$ cat src/rtl/conv_window_fetch_pkg.sv
// Shared constants for the convolution window fetcher: frame-buffer and pixel widths,
// window size, default resolution and the shortest legal PRESENT hold.
// Pure declarations; no latency or backpressure of its own.
package conv_window_fetch_pkg;

  // Frame-buffer address width; wide enough for 160x120 = 19200 words.
  localparam int AWIDTH_FBUFF = 15;
  // Pixel width: R[11:8], G[7:4], B[3:0].
  localparam int DWIDTH_DAT = 12;
  // Window elements, fixed 3x3.
  localparam int DWSS = 9;

  localparam int H_RES_DEF = 160;
  localparam int V_RES_DEF = 120;

  // The ALU needs four cycles of stable address to fire its write once.
  localparam int HOLD_MIN = 4;

  // Row (0..2) of a window slot; slots are row-major, slot 4 is the centre.
  function automatic logic [1:0] win_row(input logic [3:0] k);
    case (k)
      4'd0, 4'd1, 4'd2: win_row = 2'd0;
      4'd3, 4'd4, 4'd5: win_row = 2'd1;
      default:          win_row = 2'd2;
    endcase
  endfunction

  // Column (0..2) of a window slot.
  function automatic logic [1:0] win_col(input logic [3:0] k);
    case (k)
      4'd0, 4'd3, 4'd6: win_col = 2'd0;
      4'd1, 4'd4, 4'd7: win_col = 2'd1;
      default:          win_col = 2'd2;
    endcase
  endfunction

endpackage

$ cat src/rtl/conv_window_fetch_nbr_addr.sv
// Neighbour address: clamps (x+dx, y+dy) to the frame and forms y*H_RES+x.
// Purely combinational, zero latency.
// No handshake; the caller decides when the address is used.
module conv_nbr_addr
  import conv_window_fetch_pkg::*;
#(
  parameter int H_RES = H_RES_DEF,
  parameter int V_RES = V_RES_DEF,
  parameter int AW    = AWIDTH_FBUFF,
  parameter int XW    = $clog2(H_RES),
  parameter int YW    = $clog2(V_RES)
) (
  input  logic [XW-1:0] x,
  input  logic [YW-1:0] y,
  input  logic [3:0]    k,
  output logic [AW-1:0] addr
);

  localparam logic [AW-1:0] H_RES_A = AW'(H_RES);
  // Two extra bits: one for the sign of x-1, one so x+1 == H_RES cannot wrap.
  localparam logic signed [XW+1:0] X_MAX_S = (XW+2)'(H_RES - 1);
  localparam logic signed [YW+1:0] Y_MAX_S = (YW+2)'(V_RES - 1);
  localparam logic signed [XW+1:0] X_ONE_S = (XW+2)'(1);
  localparam logic signed [YW+1:0] Y_ONE_S = (YW+2)'(1);

  logic [1:0]             row;
  logic [1:0]             col;
  logic signed [XW+1:0]   xs;
  logic signed [YW+1:0]   ys;
  logic [XW-1:0]          cx;
  logic [YW-1:0]          cy;

  // Offset the centre coordinate, replicate edges by saturating, then linearise.
  always_comb begin
    row = win_row(k);
    col = win_col(k);
    xs  = $signed({2'b00, x}) + $signed({{XW{1'b0}}, col}) - X_ONE_S;
    ys  = $signed({2'b00, y}) + $signed({{YW{1'b0}}, row}) - Y_ONE_S;

    if (xs < 0)              cx = '0;
    else if (xs > X_MAX_S)   cx = X_MAX_S[XW-1:0];
    else                     cx = xs[XW-1:0];

    if (ys < 0)              cy = '0;
    else if (ys > Y_MAX_S)   cy = Y_MAX_S[YW-1:0];
    else                     cy = ys[YW-1:0];

    addr = AW'(cy) * H_RES_A + AW'(cx);
  end

endmodule

$ cat src/rtl/conv_window_fetch.sv
// Raster-order 3x3 window fetcher feeding the convolution ALU.
// 9 reads + 1 drain + HOLD present cycles per pixel; read data lands 1 cycle after each read.
// No backpressure: source reads are assumed always granted; the ALU is paced by the HOLD window.
module conv_window_fetch
  import conv_window_fetch_pkg::*;
#(
  parameter int H_RES = H_RES_DEF,
  parameter int V_RES = V_RES_DEF,
  parameter int AW    = AWIDTH_FBUFF,
  parameter int DW    = DWIDTH_DAT,
  parameter int NWIN  = DWSS,
  parameter int HOLD  = HOLD_MIN   // must be >= HOLD_MIN
) (
  input  logic               clk,
  input  logic               rst,
  input  logic               start,
  output logic               busy,
  output logic               done,
  output logic [AW-1:0]      rd_addr_src,
  output logic               rd_en_src,
  input  logic [DW-1:0]      rd_data_src,
  output logic [NWIN*DW-1:0] din,
  output logic [AW-1:0]      raddr_alu,
  output logic               ren_alu
);

  localparam int XW  = $clog2(H_RES);
  localparam int YW  = $clog2(V_RES);
  localparam int HCW = $clog2(HOLD) + 1;

  localparam logic [XW-1:0]  X_MAX    = XW'(H_RES - 1);
  localparam logic [YW-1:0]  Y_MAX    = YW'(V_RES - 1);
  localparam logic [3:0]     K_LAST   = 4'(NWIN - 1);
  localparam logic [HCW-1:0] HOLD_END = HCW'(HOLD - 1);
  localparam logic [AW-1:0]  H_RES_A  = AW'(H_RES);

  typedef enum logic [2:0] {
    S_IDLE,
    S_FETCH,
    S_DRAIN,
    S_PRESENT,
    S_DONE
  } state_t;

  state_t         state, state_d;
  logic [XW-1:0]  x, x_d;
  logic [YW-1:0]  y, y_d;
  logic [3:0]     k;
  logic [HCW-1:0] hold_cnt;
  logic           rd_vld_q;
  logic [3:0]     rd_slot_q;
  logic [AW-1:0]  nbr_addr;
  logic           last_px;
  logic           hold_end;
  logic           fetch_entry;

  conv_nbr_addr #(
    .H_RES (H_RES),
    .V_RES (V_RES),
    .AW    (AW),
    .XW    (XW),
    .YW    (YW)
  ) u_nbr_addr (
    .x    (x),
    .y    (y),
    .k    (k),
    .addr (nbr_addr)
  );

  assign last_px     = (x == X_MAX) && (y == Y_MAX);
  assign hold_end    = (hold_cnt == HOLD_END);
  assign fetch_entry = (state_d == S_FETCH) && (state != S_FETCH);

  // Next state, next pixel coordinates and Moore outputs.
  always_comb begin
    state_d     = state;
    x_d         = x;
    y_d         = y;
    busy        = 1'b0;
    done        = 1'b0;
    rd_en_src   = 1'b0;
    rd_addr_src = '0;
    ren_alu     = 1'b0;

    case (state)
      S_IDLE: begin
        if (start) begin
          state_d = S_FETCH;
          x_d     = '0;
          y_d     = '0;
        end
      end
      S_FETCH: begin
        busy        = 1'b1;
        rd_en_src   = 1'b1;
        rd_addr_src = nbr_addr;
        if (k == K_LAST) state_d = S_DRAIN;
      end
      S_DRAIN: begin
        busy    = 1'b1;
        state_d = S_PRESENT;
      end
      S_PRESENT: begin
        busy    = 1'b1;
        ren_alu = 1'b1;
        if (hold_end) begin
          if (last_px) begin
            state_d = S_DONE;
          end else begin
            state_d = S_FETCH;
            if (x == X_MAX) begin
              x_d = '0;
              y_d = y + 1'b1;
            end else begin
              x_d = x + 1'b1;
            end
          end
        end
      end
      S_DONE: begin
        done    = 1'b1;
        state_d = S_IDLE;
      end
      default: state_d = S_IDLE;
    endcase
  end

  // State, coordinates and per-phase counters.
  always_ff @(posedge clk) begin
    if (rst) begin
      state    <= S_IDLE;
      x        <= '0;
      y        <= '0;
      k        <= '0;
      hold_cnt <= '0;
    end else begin
      state    <= state_d;
      x        <= x_d;
      y        <= y_d;
      k        <= (state == S_FETCH) ? k + 1'b1 : 4'd0;
      hold_cnt <= (state == S_PRESENT) ? hold_cnt + 1'b1 : '0;
    end
  end

  // Pixel address for the ALU changes only as a new fetch begins, so it is
  // stable for the whole PRESENT window.
  always_ff @(posedge clk) begin
    if (rst) begin
      raddr_alu <= '0;
    end else if (fetch_entry) begin
      raddr_alu <= AW'(y_d) * H_RES_A + AW'(x_d);
    end
  end

  // Remember which slot each read targets; data arrives one cycle later.
  // Clearing on reset drops any read still in flight.
  always_ff @(posedge clk) begin
    if (rst) begin
      rd_vld_q  <= 1'b0;
      rd_slot_q <= '0;
    end else begin
      rd_vld_q  <= rd_en_src;
      rd_slot_q <= k;
    end
  end

  // Window assembly; nothing is written during PRESENT, so din stays frozen.
  always_ff @(posedge clk) begin
    if (rst) begin
      din <= '0;
    end else if (rd_vld_q) begin
      for (int i = 0; i < NWIN; i++) begin
        if (rd_slot_q == 4'(i)) din[DW*i +: DW] <= rd_data_src;
      end
    end
  end

endmodule

$ cat config.mk
export PLATFORM = sky130hd
export DESIGN_NAME = conv_window_fetch
export DESIGN_NICKNAME = d
export VERILOG_FILES = /design/src/rtl/conv_window_fetch_pkg.sv /design/src/rtl/conv_window_fetch_nbr_addr.sv /design/src/rtl/conv_window_fetch.sv
export SDC_FILE = /design/constraint.sdc
export NUM_CORES = 1
export LEC_CHECK = 0
export BUFFER_PORTS_ARGS = -buffer_cell sky130_fd_sc_hd__buf_2
export CELL_PAD_IN_SITES_DETAIL_PLACEMENT = 1
export CELL_PAD_IN_SITES_GLOBAL_PLACEMENT = 1
export CORE_AREA = 2 2 103 180
export CTS_BUF_LIST = sky130_fd_sc_hd__clkbuf_2 sky130_fd_sc_hd__clkbuf_4 sky130_fd_sc_hd__clkbuf_8
export DETAILED_ROUTE_END_ITERATION = 10
export DIE_AREA = 0 0 105 182
export PLACE_DENSITY_LB_ADDON = 0.1
export SLEW_MARGIN = 30
export SYNTH_ARGS = -nofsm -noshare
export SYNTH_HDL_FRONTEND = slang
export SYNTH_SLANG_ARGS = --single-unit
$ cat constraint.sdc
create_clock -name clk -period 10.95 [get_ports clk]
set_input_delay 0 -clock clk [delete_from_list [all_inputs] [get_ports clk]]
set_output_delay 0 -clock clk [all_outputs]
set_load 0.02 [all_outputs]
==> impl_metrics.ini <==
[finish]
syn_to_final_growth_pct = 17.8
fill_cells = 2216
fin_util_pct = 53.5
drive_gt1_share_pct = 19.8
layout_commonest_cell = buf_2
final-seq-area_um2 = 3060
diodes = 0
mostFrequentLayoutCells = 155 x buf_2, 153 x dfxtp_1, 150 x nor2_1
multi_input_area_um2 = 4590
design_area_um2 = 9480
nNetsFinal = 1141

[sta]
fin_crit_ns = 5.80
max_freq_mhz = 172
fin_skew_ns = 0.0146
worstMarginPinSlew_ns = 0.916
rsz0062_at_grt = false
setup_tns_ns = 0
finalSetupViolations = 0
final_max_slew_viol_count = 0
max_slew_margin_pct = 38.6
finalHoldViolCount = 0
setup_ws_ns = 5.15
fin_crit_sh_pct = 53.0

[synth]
yosysTopAreaCell = dfxtp_1
synthDistinctLibCells = 63
syn_area_um2 = 8050
synth_top_area_share_pct = 38.1
ys_async_sr_fraction_pct = 0
synthTopCellsByArea = dfxtp_1 38%, mux2i_1 11%, ha_1 9.0%
yosys_warnings = 0
avgSynthCellArea_um2 = 8.73
synthFlopType = dfxtp_1
synth_nets = 1000
synth_seq_cells = 153
synth_edf_count = 0
syn_inst = 922
yosysSeqAreaShare_pct = 38.1

[power_and_ir_drop]
p_leak_nw = 4.50
seq_power_share_pct = 51.8
p_switching_w = 0.000301
pwr_density_cell_nw_per_um2 = 115
p_total_w = 0.00109
intPower_w = 0.000790
sw_frac_of_total_pct = 27.6
clkPwrFrac_pct = 37.1
pwr-share-comb_pct = 11.1
ir_drop_v = 0.0000800

[run]
drv_cap = 0

[global_routing]
gr-total-overflow = 0
use_met3_pct = 3.80
grt-busiest-layer = met2
grt_pass1_vias = 7017
grt_use_met2_pct = 47.0
grt_max_degree = 95
grt_antenna_before_repair = 0
grt_pass1_wl_um = 36000
globalRouteTotalUtil_pct = 23.8
use_met1_pct = 24.3

[setup_path]
crit_path_end_kind = output port
path_max_fanout = 8
arrival_ns = 5.80
reg2regPathDepth = 14
start_kind = register
r2r_start = x[4]
crit_required_ns = 10.95
setup.worst_path.class = reg2out
r2r-end = raddr_alu[13]
reg2reg_slack_ns = 6.39

[place]
placed_area_um2 = 8960
port_buffers = 156
post-dp-hpwl_um = 17200
place_ws_ns = 5.59
gp_congestion = 0.849

[route]
route.detailed.drc = 0
wl_per_cell_um = 17.4
drt_iter0_markers = 230
num_vias = 6887
vias_per_cell = 5.26
drt-pass1-iter-count = 4
drt-total-wl_um = 22800
ant_nets = 0

[clock_tree]
htreeDepth = 4
clkSlewWorstSetupHoldPaths_ns = 0.08
post_cts_resized = 0
cts_made_buffers = 17
cts_tree = built
clock-sinks = 153
clockBufferDepth = 2
cts_setup_buffers = 0
cts_root_buf = clkbuf_8
clock_latency_ns = 0.45

[hold_path]
hp-class = in2reg
holdPathEnd = din[5]
hold_depth = 2
hold_start = rst

[die]
rows = 65
io_pins = 157
core_area_um2 = 17700
die_w_um = 105
start_util_pct = 45.4
die_area_um2 = 19100
fp.dieH_um = 182

[status]
status = finished clean
==> worst max-delay path, cell delays in order (launching register included) <==
cell and delay (ns):
dfxtp_1 0.41, inv_1 0.11, ha_1 0.25, nor2_1 0.16
a21oi_1 0.10, ha_1 0.29, inv_1 0.04, ha_1 0.23
fa_1 0.41, nand3_1 0.15, and2_0 0.34, nor3_1 0.12
o31a_1 0.27, nor2_1 0.37, a21oi_1 0.17, ha_1 0.21
ha_1 0.20, inv_1 0.07, fa_1 0.45, nand3b_1 0.21
nor2_1 0.20, nand2_1 0.10, a211o_1 0.24, a21oi_2 0.10
buf_2 0.19
==> power groups by stage <==
| stage | clock network (W) | logic [W] | registers, W |
|---|---|---|---|
| final | 0.000404 | 0.000121 | 0.000565 |
| after global routing | 0.000440 | 0.000131 | 0.000566 |
| after CTS | 0.000418 | 0.000121 | 0.000565 |
| after detailed placement | 0 | 0.000117 | 0.000579 |
| after global placement | 0 | 0.000115 | 0.000578 |
| after floorplan | 0 | 0.0000796 | 0.000583 |
==> sequential cells by signal, indices dropped and copies added (netlist names) <==
name       count
x              8
rd_vld_q       1
raddr_alu     15
hold_cnt       3
k              4
y              7
state          3
din          108
rd_slot_q      4
==> how the worst max path moves through the flow <==
stage	from	endpoint	slack, ns
detailed placement	k[0]	rd_addr_src[14]	5.59
global placement	k[0]	rd_addr_src[14]	5.84
CTS	k[0]	rd_addr_src[14]	5.10
floorplan	k[0]	rd_addr_src[14]	6.20
finish	k[0]	rd_addr_src[14]	5.15
global route	k[0]	rd_addr_src[14]	4.67
==> cell families (layout without fill, tap and decap cells) <==
| group | Yosys count | in the layout | share of synthesized area (%) |
|---|---|---|---|
| simple gates | 318 | 318 | 18.0 |
| fa+ha+maj | 63 | 63 | 10.3 |
| compound gates | 156 | 156 | 13.2 |
| xor+xnor | 35 | 35 | 3.81 |
| buf+inv | 104 | 258 | 5.07 |
| mux | 93 | 93 | 11.6 |
| flops | 153 | 153 | 38.1 |
==> layout make-up <==
cell class                      count  share of cell area [%]
Inverter                           52                    2.06
Clock buffer                       18                    2.61
Sequential cell                   153                    32.3
Tap cell                          234                    3.09
Clock inverter                     14                    1.32
Multi-Input combinational cell    665                    48.4
Timing Repair Buffer              174                    10.2
==> stage by stage <==
step	hold slack, ns	cells
2_1_floorplan	0.296	922
3_3_place_gp	0.363	1265
3_5_place_dp	0.371	1265
4_1_cts	0.0249	1309
5_1_grt	0.0522	1310
6_report	0.0470	1310
==> layer usage <==
layer	part of all wire [%]	up-vias
met2	57	141
met4	3.3	0
met5	0	-
li1	-	3420
met3	2.8	30
met1	37	3296
==> synthesized netlist by cell type, types with 2 or more instances <==
cell and count:
nor3b_1 8, buf_6 2, nand3b_1 6, fa_1 5
o21ai_0 21, nand2b_1 5, o31a_1 3, and3_1 6
a211o_1 5, a21o_1 8, ha_1 58, nor3_1 13
mux2i_1 92, nand3_1 18, a21oi_1 62, a22oi_1 2
clkbuf_1 43, nor2_1 150, or2_2 5, nor4b_1 2
buf_2 2, o211ai_1 3, o21bai_1 6, a211oi_1 14
and2_1 6, o21a_1 9, buf_1 5, o31ai_1 2
xnor2_1 25, inv_1 51, nand4_1 7, a2111oi_0 3
a21oi_2 2, and4_1 2, xor2_1 10, nand2_1 69
nand4b_1 2, nor2b_1 13, dfxtp_1 153
==> timing repair <==
item	CTS	global route
endpoints found under the setup margin	0	0
hold buffers	12	0
hold endpoints to repair	85	0
Power figures use the tool's default switching activity.
